[src/rtl/mux_scan_sampler_if.sv]
// Frame delivery channel from the scan sampler to its downstream consumer.
interface mux_scan_sampler_if;
  logic [7:0] frame;
  logic       frame_valid;
  logic       frame_ready;

  modport master (
    output frame,
    output frame_valid,
    input  frame_ready
  );

  modport slave (
    input  frame,
    input  frame_valid,
    output frame_ready
  );
endinterface

[src/rtl/mux_scan_sampler.sv]
// Scans the enabled channels of an external 8:1 mux and packs the sampled bits into one frame.
// Latency: 1 + popcount(mask)*(SETTLE+1) edges from accepting start to frame_valid.
// Backpressure: the frame is held stable in HOLD until frame_ready; start is ignored outside IDLE.
module mux_scan_sampler #(
  parameter int SETTLE = 1,
  parameter int CW     = 4
) (
  input  logic                clk,
  input  logic                rst,
  input  logic                start,
  input  logic [7:0]          mask,
  input  logic                mux_x,
  output logic [2:0]          sel,
  output logic                busy,
  mux_scan_sampler_if.master  frm
);

  typedef enum logic [1:0] {
    ST_IDLE,
    ST_SETTLE,
    ST_SAMPLE,
    ST_HOLD
  } state_t;

  // With no settle time a new channel goes straight to its sample cycle.
  localparam state_t          SCAN_ENTRY  = (SETTLE == 0) ? ST_SAMPLE : ST_SETTLE;
  localparam logic [CW-1:0]   SETTLE_LAST = CW'((SETTLE > 0) ? SETTLE - 1 : 0);

  state_t        state;
  logic [CW-1:0] cnt;
  logic [7:0]    mask_q;
  logic [7:0]    shadow;
  logic [7:0]    frame_q;
  logic          frame_valid_q;

  logic [3:0]    first_ch;
  logic [3:0]    next_ch;
  logic [7:0]    shadow_n;

  // Returns {found, index} of the lowest set bit of m at or above position from.
  function automatic logic [3:0] lowest_from(input logic [7:0] m, input logic [3:0] from);
    logic [3:0] r;
    r = 4'd0;
    for (int i = 7; i >= 0; i--) begin
      if (m[i] && (i >= int'(from))) begin
        r = {1'b1, 3'(i)};
      end
    end
    return r;
  endfunction

  assign first_ch = lowest_from(mask, 4'd0);
  assign next_ch  = lowest_from(mask_q, {1'b0, sel} + 4'd1);
  assign shadow_n = shadow | (8'(mux_x) << sel);

  always_ff @(posedge clk) begin
    if (rst) begin
      state         <= ST_IDLE;
      sel           <= 3'd0;
      cnt           <= '0;
      mask_q        <= 8'h00;
      shadow        <= 8'h00;
      frame_q       <= 8'h00;
      frame_valid_q <= 1'b0;
    end else begin
      case (state)
        ST_IDLE: begin
          if (start) begin
            mask_q <= mask;
            shadow <= 8'h00;
            cnt    <= '0;
            if (first_ch[3]) begin
              sel   <= first_ch[2:0];
              state <= SCAN_ENTRY;
            end else begin
              frame_q       <= 8'h00;
              frame_valid_q <= 1'b1;
              state         <= ST_HOLD;
            end
          end
        end

        ST_SETTLE: begin
          cnt <= cnt + CW'(1);
          if (cnt == SETTLE_LAST) begin
            state <= ST_SAMPLE;
          end
        end

        ST_SAMPLE: begin
          shadow <= shadow_n;
          if (next_ch[3]) begin
            sel   <= next_ch[2:0];
            cnt   <= '0;
            state <= SCAN_ENTRY;
          end else begin
            frame_q       <= shadow_n;
            frame_valid_q <= 1'b1;
            state         <= ST_HOLD;
          end
        end

        ST_HOLD: begin
          if (frame_valid_q && frm.frame_ready) begin
            frame_valid_q <= 1'b0;
            state         <= ST_IDLE;
          end
        end

        default: state <= ST_IDLE;
      endcase
    end
  end

  assign busy            = (state != ST_IDLE);
  assign frm.frame       = frame_q;
  assign frm.frame_valid = frame_valid_q;

endmodule

[src/flat_wrapper.sv]
// flat-port wrapper written by rule: the top's interface ports become plain ports
module mux_scan_sampler_flat 
#(
  parameter int SETTLE = 1,
  parameter int CW     = 4
)
  (clk, rst, start, mask, mux_x, sel, busy, frm_frame, frm_frame_valid, frm_frame_ready);
  mux_scan_sampler_if frm_i ();
  input  logic clk;
  input  logic rst;
  input  logic start;
  input  logic [7:0] mask;
  input  logic mux_x;
  output logic [2:0] sel;
  output logic busy;
  output wire logic [$bits(frm_i.frame)-1:0] frm_frame;
  output wire logic [$bits(frm_i.frame_valid)-1:0] frm_frame_valid;
  input wire logic [$bits(frm_i.frame_ready)-1:0] frm_frame_ready;
  assign frm_frame = frm_i.frame;
  assign frm_frame_valid = frm_i.frame_valid;
  assign frm_i.frame_ready = frm_frame_ready;
  mux_scan_sampler #(.SETTLE(SETTLE), .CW(CW)) u_core (.clk(clk), .rst(rst), .start(start), .mask(mask), .mux_x(mux_x), .sel(sel), .busy(busy), .frm(frm_i));
endmodule
[config.mk]
export PLATFORM = sky130hd
export DESIGN_NAME = mux_scan_sampler_flat
export DESIGN_NICKNAME = d
export VERILOG_FILES = /design/src/rtl/mux_scan_sampler_if.sv /design/src/rtl/mux_scan_sampler.sv /design/src/flat_wrapper.sv
export SDC_FILE = /design/constraint.sdc
export NUM_CORES = 1
export LEC_CHECK = 0
export CORE_ASPECT_RATIO = 0.7
export CORE_MARGIN = 4
export CORE_UTILIZATION = 35
export DETAILED_ROUTE_END_ITERATION = 8
export SETUP_SLACK_MARGIN = 0.4
export SLEW_MARGIN = 30
export SYNTH_ARGS = -nofsm -noshare
export SYNTH_HDL_FRONTEND = slang
export SYNTH_SLANG_ARGS = --single-unit
[constraint.sdc]
create_clock -name clk -period 2.7 [get_ports clk]
set_input_delay 0.54 -clock clk [delete_from_list [all_inputs] [get_ports clk]]
set_output_delay 0.54 -clock clk [all_outputs]
set_load 0.01 [all_outputs]
==> impl_metrics.yaml, run 1 <==
clock_network:
  clock-sinks: 34
  cts_buffers: 5
  h-tree-depth: 2
  clk_latency_ns: 0.28
  ctsLongestPathBuffers: 2
  cts-root-buf: "clkbuf_8"
  cts_tree: "done"
  cts.reportedPaths.clkPinSlew_ns: 0.07
  cts_hold_buffers: 0
floorplan:
  start_util_pct: 37.03
  die_x_um: 94.17
  ioPinCount: 26
  core.rowCount: 21
  core_um2: 4913
  die_height_um: 68.32
  floorplan.die_area_um2: 6434
finish:
  area_growth_syn_to_layout_pct: 34.94
  drive_gt1_share_pct: 18.46
  nFillCells: 454
  diodes: 0
  nets: 279
  final_util_pct: 49.96
drt:
  drt-initial-drc-count: 114
  wl_um: 4614
  ant_nets: 0
  viasPerCell: 5.328
  drt_pass1_iterations: 4
  vias: 1753
  wl_per_cell_um: 14.02
  drcViolationCount: 0
sta:
  max_freq_mhz: 436.0
  hold_viol_final: 0
  rsz0062_at_grt: "yes"
  timing.final.max_slew_violations: 0
  slew_headroom_pct: 70.48
  setup_viol_count_final: 0
  fin_tns_setup_ns: 0
  period_share_pct: 84.94
  max_slew.worst_pin.slew_ns: 0.4387
  post-route-min-period_ns: 2.293
  skew_ns: 0.004390
worst_setup_path:
  critPathMaxStageDelay_ns: 0.46
  path_cells: "ha_4 > xnor2_4 > o311ai_4 > or3b_4 > o21ai_4 > nand2_4 > mux2_4"
  cp_top_family: "simple AND/OR/NAND/NOR gates"
  arrival_ns: 2.47
  crit_buf_inv: 0
  crit_slowest_cell: "or3b_4"
  crit_type: "reg2reg"
  endpoint_kind: "flop"
  cp.required_ns: 2.87
  cp_max_fo: 7
  cp-start-kind: "flop"
power_and_ir_drop:
  power_frac_comb_pct: 29.7
  power.internal_mw: 0.9283
  leakage_nw: 0.8954
  power_density_nw_per_um2: 562.2
  switching_power_mw: 0.4518
  seqPwrFrac_pct: 42.0
  peakVddDrop_v: 0.0003244
  clkPwrFrac_pct: 28.4
  p_sw_share_pct: 32.73
global_route:
  track_usage_pct: 15.58
  grt_remaining_overflow: 0
  grt_max_degree: 43
  grt_pass1_wl_um: 7810
  grt_pass1_vias: 1639
  antenna_found_initial: 0
place:
  hpwl_um: 3000
  gp_congestion: 0.8163
  port_buffers: 25
logic_synthesis:
  synthArstFlopShare_pct: 0
  ys.flop_type: "dfxtp_1"
  synth_edf_count: 0
  syn_area_um2: 1819
  synth_top_area_share_pct: 37.41
  syn_nets: 244
  syn_inst: 224
  ys_seq_elements: 34
  synth.distinct_cells: 45
  yosysTopAreaCell: "dfxtp_1"
  seq_area_frac_synth_pct: 37.41
  netlist_top_cells_area: "dfxtp_1, a21oi_1, nand2_1, mux2_1, ha_1"
  yosysWarnings: 0
  avgSynthCellArea_um2: 8.122
hold_path:
  hold_path.class: "reg2reg"
job:
  drv_cap: 0
outcome:
  status: "complete, no violations"
==> power by group through the flow <==
stage               registers [mW]  clock network (mW)  logic [mW]
floorplan                    0.570                   0       0.227
global placement             0.585                   0       0.321
detailed placement           0.585                   0       0.316
CTS                          0.576               0.398       0.390
global route                 0.585               0.425       0.451
finish                       0.579               0.391       0.409
==> stage by stage <==
stage / hold WS, ns / power [mW] / instances / setup slack, ns / area [um2]
detailed placement: 0.4434 / 0.9019 / 313 / 0.1859 / 2157
global placement: 0.4393 / 0.9063 / 313 / 0.1380 / 2157
global route: 0.4845 / 1.461 / 329 / 0.3443 / 2455
floorplan: 0.4332 / 0.7972 / 224 / 0.4033 / 1837
finish: 0.4518 / 1.380 / 329 / 0.4066 / 2455
CTS: 0.4536 / 1.365 / 328 / 0.3862 / 2426
==> kinds of logic after synthesis <==
kind of cell / count (synthesis) / share of synthesized area [%]
simple gates: 89 / 24.21
compound gates: 63 / 22.84
flops: 34 / 37.41
buf+inv: 20 / 4.333
mux: 8 / 4.952
fa+ha+maj: 7 / 4.814
xor+xnor: 3 / 1.445
==> cells in the final DEF (no fill, tap or decap), drive strengths merged, types with 7 or more instances in the layout <==
master	Yosys	final
o21ai	11	11
nor2	14	14
dfxtp	34	34
clkbuf	7	7
mux2	8	8
buf	3	12
clkdlybuf4s50	0	25
a21oi	29	29
nand2	38	39
nor2b	8	8
inv	10	10
ha	7	7
==> cells in the mapped netlist (3+ instances only) <==
cell type / instances
a21oi_1: 28
a311oi_1: 3
buf_2: 3
clkbuf_1: 7
dfxtp_1: 34
ha_1: 7
inv_1: 10
mux2_1: 8
nand2_1: 37
nand2b_1: 3
nand3_1: 3
nor2_1: 14
nor2b_1: 8
nor3_1: 6
nor4_1: 5
nor4b_1: 3
o21ai_0: 10
==> timing repair <==
item                       in CTS  in global routing
pin swaps                       6                  8
resized for setup              26                  5
cloned                          1                  0
setup endpoints to repair       9                 12
buffers inserted                6                  1
==> path summary, 6_finish.rpt <==
kind,from,end,slack (ns),cells past startpoint
worst max-delay path,u_core.sel[0],u_core.frm.frame[6],0.41,7
worst min-delay path,u_core.shadow[4],u_core.shadow[4],0.45,2
worst max register to register,u_core.sel[0],u_core.frm.frame[6],0.41,7
worst min register to register,u_core.shadow[4],u_core.shadow[4],0.45,2
==> flip-flops by register name, summed over array words and instances (netlist names) <==
signal,flops
u_core.frm.frame,8
u_core.mask_q,8
u_core.shadow,8
u_core.cnt,4
u_core.sel,3
u_core.state,2
u_core.frm.frame_valid,1
==> area by class of cell <==
class	instances	area [um2]	area share, %
clock inverter	1	5.005	0.2039
multi-input combinational	171	1197	48.78
clock buffer	7	86.33	3.517
sequential	34	689.4	28.08
inverter	10	42.54	1.733
tap	69	86.33	3.517
timing repair buffer	37	347.8	14.17
==> worst min-delay path, stage by stage, from the launching register on <==
cell	delay (ns)
dfxtp_1	0.31
nand2_1	0.05
a21oi_1	0.05
==> metal layers <==
layer	vias up	global-route usage (%)	part of all wire, %	routed length, um
li1	869	-	-	-
met1	832	21.73	51	2346
met2	45	22.88	42	1950
met3	7	4.725	5.7	263
met4	0	5.045	1.1	53
met5	-	0	0	0
Note: power is estimated with default switching activity, not from simulation.
==> run 2: changes to the inputs <==
- clock period: 2.7 -> 1.9 ns (I/O delays scaled with it)
==> run 2 against run 1 <==
Effect of this change:
- the flow now finishes with violations (negative setup slack)
- final cell count up 12%
- critical path depth rose by 1
- count of clock-buffer cells in the layout shrank 2
- via count grew 5.2%
- combinational power grew 83%
- first-iteration DRC count is 25% lower
- routed wire length is 5.4% higher
==> impl_metrics.yaml, run 2 (synthesized netlist as in run 1, its figures left out) <==
drt:
  viasPerCell: 5.027
  drcViolationCount: 0
  vias: 1845
  wl_per_cell_um: 13.25
  drt_pass1_iterations: 4
  wl_um: 4861
  drt-initial-drc-count: 86
  ant_nets: 0
place:
  dp_slack_ns: -0.4263
  port_buffers: 25
  hpwl_um: 3503
  dpl.cell_count: 352
  gp_congestion: 0.7980
  dpl_cell_area_um2: 2524
global_route:
  grt_remaining_overflow: 0
  grt_pass1_vias: 1720
  grt_pass1_wl_um: 7893
  grt_max_degree: 43
  track_usage_pct: 15.86
  antenna_found_initial: 0
finish:
  seqCellArea_um2: 699.4
  final_area_um2: 2775
  drive_gt1_share_pct: 29.53
  multi_input_area_um2: 1206
  nFillCells: 451
  nets: 318
  final_util_pct: 56.48
  fin_cells: 367
  mostFrequentLayoutCell: "buf_4"
  area_growth_syn_to_layout_pct: 52.54
  diodes: 0
  final_cell_mix: "buf_4, nand2_1, dfxtp_1"
sta:
  slew_headroom_pct: 73.52
  max_slew.worst_pin.slew_ns: 0.3917
  max_freq_mhz: 444.2
  fin_tns_setup_ns: -5.160
  timing.final.max_slew_violations: 0
  period_share_pct: 118.5
  rsz0062_at_grt: "yes"
  skew_ns: 0.005315
  setup_viol_count_final: 17
  hold_viol_final: 0
  post-route-min-period_ns: 2.251
  hold_slack_ns: 0.4523
  fin_ws_ns: -0.3512
floorplan:
  die_x_um: 94.17
  floorplan.die_area_um2: 6434
  core.rowCount: 21
  ioPinCount: 26
  start_util_pct: 37.03
  die_height_um: 68.32
  core_um2: 4913
hold_path:
  hold_path.class: "reg2reg"
  holdCritStartpoint: "u_core.shadow[0]"
  hold_path_end: "u_core.shadow[0]"
  holdPathStages: 2
power_and_ir_drop:
  finalPower_mw: 2.064
  power_density_nw_per_um2: 743.8
  peakVddDrop_v: 0.0004713
  leakage_nw: 1.143
worst_setup_path:
  cp.required_ns: 2.13
  timing.reg2reg.setup_slack_ns: -0.35
  r2r_end: "u_core.cnt[1]"
  cp_max_fo: 5
  cp-start-kind: "flop"
  r2r_start: "u_core.sel[0]"
  arrival_ns: 2.48
  crit_type: "reg2reg"
  r2r_cells: 8
  endpoint_kind: "flop"
clock_network:
  cts.reportedPaths.clkPinSlew_ns: 0.07
  clock-sinks: 34
  ctsLongestPathBuffers: 2
  cts-root-buf: "clkbuf_8"
  cts_tree: "done"
  h-tree-depth: 2
  cts_hold_buffers: 0
  cts_buffers: 5
  clk_latency_ns: 0.29
outcome:
  status: "complete, but fails checks"
  violations: "negative setup slack"
job:
  drv_cap: 0
-- run 2: worst max-delay path by stage --
stage / startpoint / to / slack [ns] / cells past startpoint
6_report: u_core.sel[0] / u_core.cnt[1] / -0.35 / 8
3_5_place_dp: u_core.sel[0] / u_core.frm.frame[5] / -0.43 / 7
4_1_cts: u_core.sel[0] / u_core.frm.frame[5] / -0.35 / 8
5_1_grt: u_core.sel[0] / u_core.frm.frame[2] / -0.42 / 9
2_1_floorplan: u_core.sel[0] / u_core.frm.frame[0] / -0.31 / 9
3_3_place_gp: u_core.sel[0] / u_core.frm.frame[2] / -0.37 / 7
-- run 2: final cells by class --
type	instances	share of cell area (%)
clock buffers	5	2.480
clock inverters	2	0.3607
inverters	10	1.533
multi-input cells	170	43.46
flip-flops and latches	34	25.20
well taps	69	3.111
repair buffers	77	23.85
-- run 2: what timing repair did --
item / 4_1_cts / 5_1_grt
pin swaps: 6 / 2
endpoints found under the setup margin: 30 / 26
gates resized for setup: 31 / 8
setup buffers: 6 / 2
-- run 2: worst max-delay path, stage by stage, from the launching register on --
cell      delay [ns]
dfxtp_4         0.37
buf_12          0.13
ha_4            0.14
nand2b_4        0.14
o311ai_4        0.27
or3b_4          0.45
o21a_1          0.22
or3_4           0.37
a21oi_2         0.11
-- run 2: power by group --
part | leakage [nW] | switching [mW] | internal [mW] | total (mW)
combinational | 0.819 | 0.364 | 0.383 | 0.747
sequential | 0.280 | 0.0539 | 0.760 | 0.814
clock | 0.0438 | 0.258 | 0.246 | 0.504
total | 1.14 | 0.676 | 1.39 | 2.06
-- run 2: per-layer routing --
metal	vias to the layer above	wire [um]	share of wire, %	global-route usage (%)
met2	35	2061	42	22.61
met3	6	259	5.3	4.286
li1	946	-	-	-
met1	858	2473	51	23.05
met5	-	0	0	0
met4	0	67	1.4	4.865
==> variant 1 (flow settings as in run 2) <==
`CW` is set to 4 in 2 places; all go to 8.
--- a/src/rtl/mux_scan_sampler.sv
+++ b/src/rtl/mux_scan_sampler.sv
@@ -3,7 +3,7 @@
 // Backpressure: the frame is held stable in HOLD until frame_ready; start is ignored outside IDLE.
 module mux_scan_sampler #(
   parameter int SETTLE = 1,
-  parameter int CW     = 4
+  parameter int CW     = 8
 ) (
   input  logic                clk,
   input  logic                rst,
--- a/src/flat_wrapper.sv
+++ b/src/flat_wrapper.sv
@@ -2,7 +2,7 @@
 module mux_scan_sampler_flat 
 #(
   parameter int SETTLE = 1,
-  parameter int CW     = 4
+  parameter int CW     = 8
 )
   (clk, rst, start, mask, mux_x, sel, busy, frm_frame, frm_frame_valid, frm_frame_ready);
   mux_scan_sampler_if frm_i ();
Function: same outputs for any inputs over 10 cycles, from zero or initial values and one cycle with rst high; that may be too few to reach the edited logic, so the function may still have changed.
==> variant 1 against run 2 <==
Non-clock buffer count grew 38; largest cell class unchanged; the flow still finishes with violations (negative setup slack); critical endpoint is now u_core.sel[0]; cell area grew 34%; sequential cell count grew 4; wire length grew 50%; critical path type unchanged; critical path depth grew 2; setup slack gained 0.012 ns; synthesized cell count grew 24%; area after synthesis grew 21%; highest routed layer unchanged.
Power is not compared: it rests on default switching activity, and its combinational part moved more than twofold at a synthesized area within 25%.
==> variant 1: results <==
{
  "wl_met1_microns": 3561,
  "cts_sinks": 38,
  "grt_use_met2_pct": 28.11,
  "setup_viol": 21,
  "clk_share_pct": 3.709,
  "use_met3_pct": 3.468,
  "min_to": "u_core.shadow[6]",
  "dr_wl_met2_microns": 3193,
  "regToRegEndpoint": "u_core.sel[0]",
  "drt_iter0_drc": 119,
  "synthTopCellsByCount": "dfxtp_1 (38), a21oi_1 (35), nor2_1 (31)",
  "dp.cells": 426,
  "buffers_excl_clock": 115,
  "hold_start": "u_core.shadow[6]",
  "setup_ws_ns": -0.3396,
  "crit_arrival_ns": 2.43,
  "syn_avg_cell_area_sq_um": 7.894,
  "multi_input_cells": 216,
  "r2r_cells": 10,
  "tightestPinTransition_ns": 0.4010,
  "drive_gt1_share_pct": 41.65,
  "dp_hpwl_microns": 4636,
  "status": "finished with violations",
  "seq_area_frac_synth_pct": 34.66,
  "syn-num-nets": 298,
  "skew_ns": 0.006924,
  "violations": "negative setup slack",
  "bufAreaShareNonClock_pct": 26.33,
  "setup_tns_ns": -5.728,
  "yosys-top-cells-area": "dfxtp_1 (35%), a21oi_1 (8.0%), o21ai_0 (5.5%)",
  "use_met1_pct": 25.75,
  "place_ws_ns": -0.4871,
  "clkbuf_count": 7,
  "n_all_inverters": 12,
  "grt_max_degree": 18,
  "wire_per_inst_microns": 15.76,
  "syn_area_sq_um": 2195,
  "ys_types": 59
}
==> variant 1: cells by family (layout without fill, tap and decap cells) <==
logic type | Yosys count | in the layout | share of synthesized area (%)
compound gates | 94 | 95 | 27.99
flops | 38 | 38 | 34.66
buf+inv | 26 | 135 | 5.758
xor+xnor | 2 | 2 | 0.7983
simple gates | 107 | 108 | 24.97
fa+ha+maj | 7 | 7 | 3.991
mux | 4 | 4 | 1.824
==> variant 1: critical path, stage by stage (launching register included) <==
cell and delay [ns]:
dfxtp_4 0.40, inv_6 0.05, ha_4 0.26, nor2b_4 0.14
buf_6 0.12, o21ai_4 0.18, o21ai_4 0.09, buf_6 0.13
a311oi_4 0.37, o311ai_2 0.16, o221a_1 0.24
==> variant 1: timing repair <==
action / 4_1_cts / 5_1_grt
cloned: 1 / 1
pin swaps: 7 / 27
endpoints found under the setup margin: 44 / 30
setup buffers: 11 / 17
endpoints found under the hold margin: 0 / 0
gates resized for setup: 49 / 57
==> variant 2 (settings of run 2) <==
Without the edit above. Re-encode `state_t` (4 states) as one-hot, 4 bits wide.
--- a/src/rtl/mux_scan_sampler.sv
+++ b/src/rtl/mux_scan_sampler.sv
@@ -15,11 +15,11 @@
   mux_scan_sampler_if.master  frm
 );
 
-  typedef enum logic [1:0] {
-    ST_IDLE,
-    ST_SETTLE,
-    ST_SAMPLE,
-    ST_HOLD
+  typedef enum logic [3:0] {
+    ST_IDLE   = 4'b0001,
+    ST_SETTLE = 4'b0010,
+    ST_SAMPLE = 4'b0100,
+    ST_HOLD   = 4'b1000
   } state_t;
 
   // With no settle time a new channel goes straight to its sample cycle.
Formal check against the unedited RTL: no difference found for any inputs over 10 cycles, from zero or initial values and one cycle with rst high; not proved beyond that.
==> variant 2 against run 2 <==
Worst hold slack improved by 0.0051 ns; clock power up 28%; area after synthesis grew 3.2%; clock skew grew 0.00074 ns; cell area rose by 8.1%; fmax grew 3.9%; sequential cell count rose by 2; highest routed layer unchanged; setup slack improved by 0.084 ns; first-iteration DRC count grew 24%; wire length is 14% higher; global-route usage is 2.0 points higher; the run still ends with negative setup slack left; utilization up 3.9 points; power shrank 1.1%.
==> variant 2: results <==
{
  "setup_viol": 18,
  "setup_ws_ns": -0.2676,
  "synth_top_area_share_pct": 38.40,
  "drive_gt1_share_pct": 38.16,
  "vias": 1935,
  "crit_slowest_cell": "dfxtp_4",
  "p_leak_nw": 1.167,
  "yosys.area_share.adder_pct": 4.667,
  "ys_types": 49,
  "crit_arrival_ns": 2.35,
  "clkSlewWorstSetupHoldPaths_ns": 0.08,
  "async_reset_ff_share_pct": 0,
  "seq_area_frac_synth_pct": 38.40,
  "skew_ns": 0.006050,
  "place_ws_ns": -0.6479,
  "status": "finished with violations",
  "synthXorXnorAreaFrac_pct": 0.4667,
  "synth_compound_area_share_pct": 28.47,
  "tightestPinTransition_ns": 0.4297,
  "yosys-top-cells-area": "dfxtp_1 (38%), nand2_1 (7.8%), a21oi_1 (7.5%)",
  "track_usage_pct": 17.83,
  "wire_per_inst_microns": 14.83,
  "clk_latency_ns": 0.29,
  "synthTopCellsByCount": "nand2_1 (39), dfxtp_1 (36), a21oi_1 (28)",
  "violations": "negative setup slack",
  "antenna_found_initial": 0,
  "numCtsBuffers": 5,
  "final_nets": 323,
  "grt_pass1_wl_microns": 9384,
  "peakVddDrop_mv": 0.2936,
  "dp_hpwl_microns": 3799,
  "cpLargestDelayFamily": "compound AO/OA/AOI/OAI gates",
  "gp_congestion": 0.7993,
  "muxShareOfSynthArea_pct": 0,
  "drt_iter0_drc": 107,
  "cts_buffer_depth": 2,
  "synth-main-ff-cell": "dfxtp_1",
  "dr.pass1.iters": 4,
  "path_max_fanout": 5,
  "cp_slowest_stage_delay_ns": 0.40,
  "place_area_sq_um": 2544,
  "portBuffers": 25,
  "syn-num-nets": 245,
  "grt_max_degree": 18
}
-- variant 2: cell count changes in the layout (fill, tap and decap cells not counted), sizes merged, moves of 4 or more --
cell,delta
nor4,-5
buf,+4
nor2b,-7
o2bb2ai,+8
clkdlybuf4s50,-4
mux2,-8
-- variant 2: per-layer routing --
| metal | global-route usage [%] | share of wire (%) |
|---|---|---|
| met2 | 25.58 | 43 |
| met4 | 5.047 | 1.0 |
| met1 | 26.11 | 52 |
| met3 | 4.447 | 3.7 |
| met5 | 0 | 0 |
-- variant 2: final cells by class --
cell class	instances	area (sq um)
clock buffer	6	93.84
clock inverter	2	11.26
fill	417	1967
inverter	8	35.03
multi-input combinational	172	1354
sequential	36	742.0
tap	69	86.33
timing repair buffer	80	676.9
-- variant 2: timing repair --
action	in CTS	in global routing
setup buffers	8	5
resized for setup	56	27
pin swaps	24	4
gates cloned	0	0
endpoints found under the setup margin	32	38
-- variant 2: worst min-delay path, cell delays in order (launching register included) --
cell	delay, ns
dfxtp_1	0.31
nand2_1	0.05
a21oi_1	0.05
-- variant 2: where the power goes --
group / switching, mW / internal (mW)
logic: 0.288 / 0.282
clock network: 0.308 / 0.337
registers: 0.0422 / 0.783
-- variant 2: final timing paths --
path	start	end	slack, ns	cells after the start
setup reg to reg	u_core.sel[1]	u_core.sel[2]	-0.27	9
setup / recovery	u_core.sel[1]	u_core.sel[2]	-0.27	9
hold / removal	u_core.shadow[5]	u_core.shadow[5]	0.46	2
hold reg to reg	u_core.shadow[5]	u_core.shadow[5]	0.46	2
-- variant 2: metrics by stage --
step,cells,hold slack (ns),TNS [ns]
2_1_floorplan,225,0.4329,-1.512
3_5_place_dp,352,0.4434,-8.392
3_3_place_gp,352,0.4386,-7.855
4_1_cts,368,0.4544,-2.906
5_1_grt,373,0.4878,-5.552
6_report,373,0.4575,-3.740
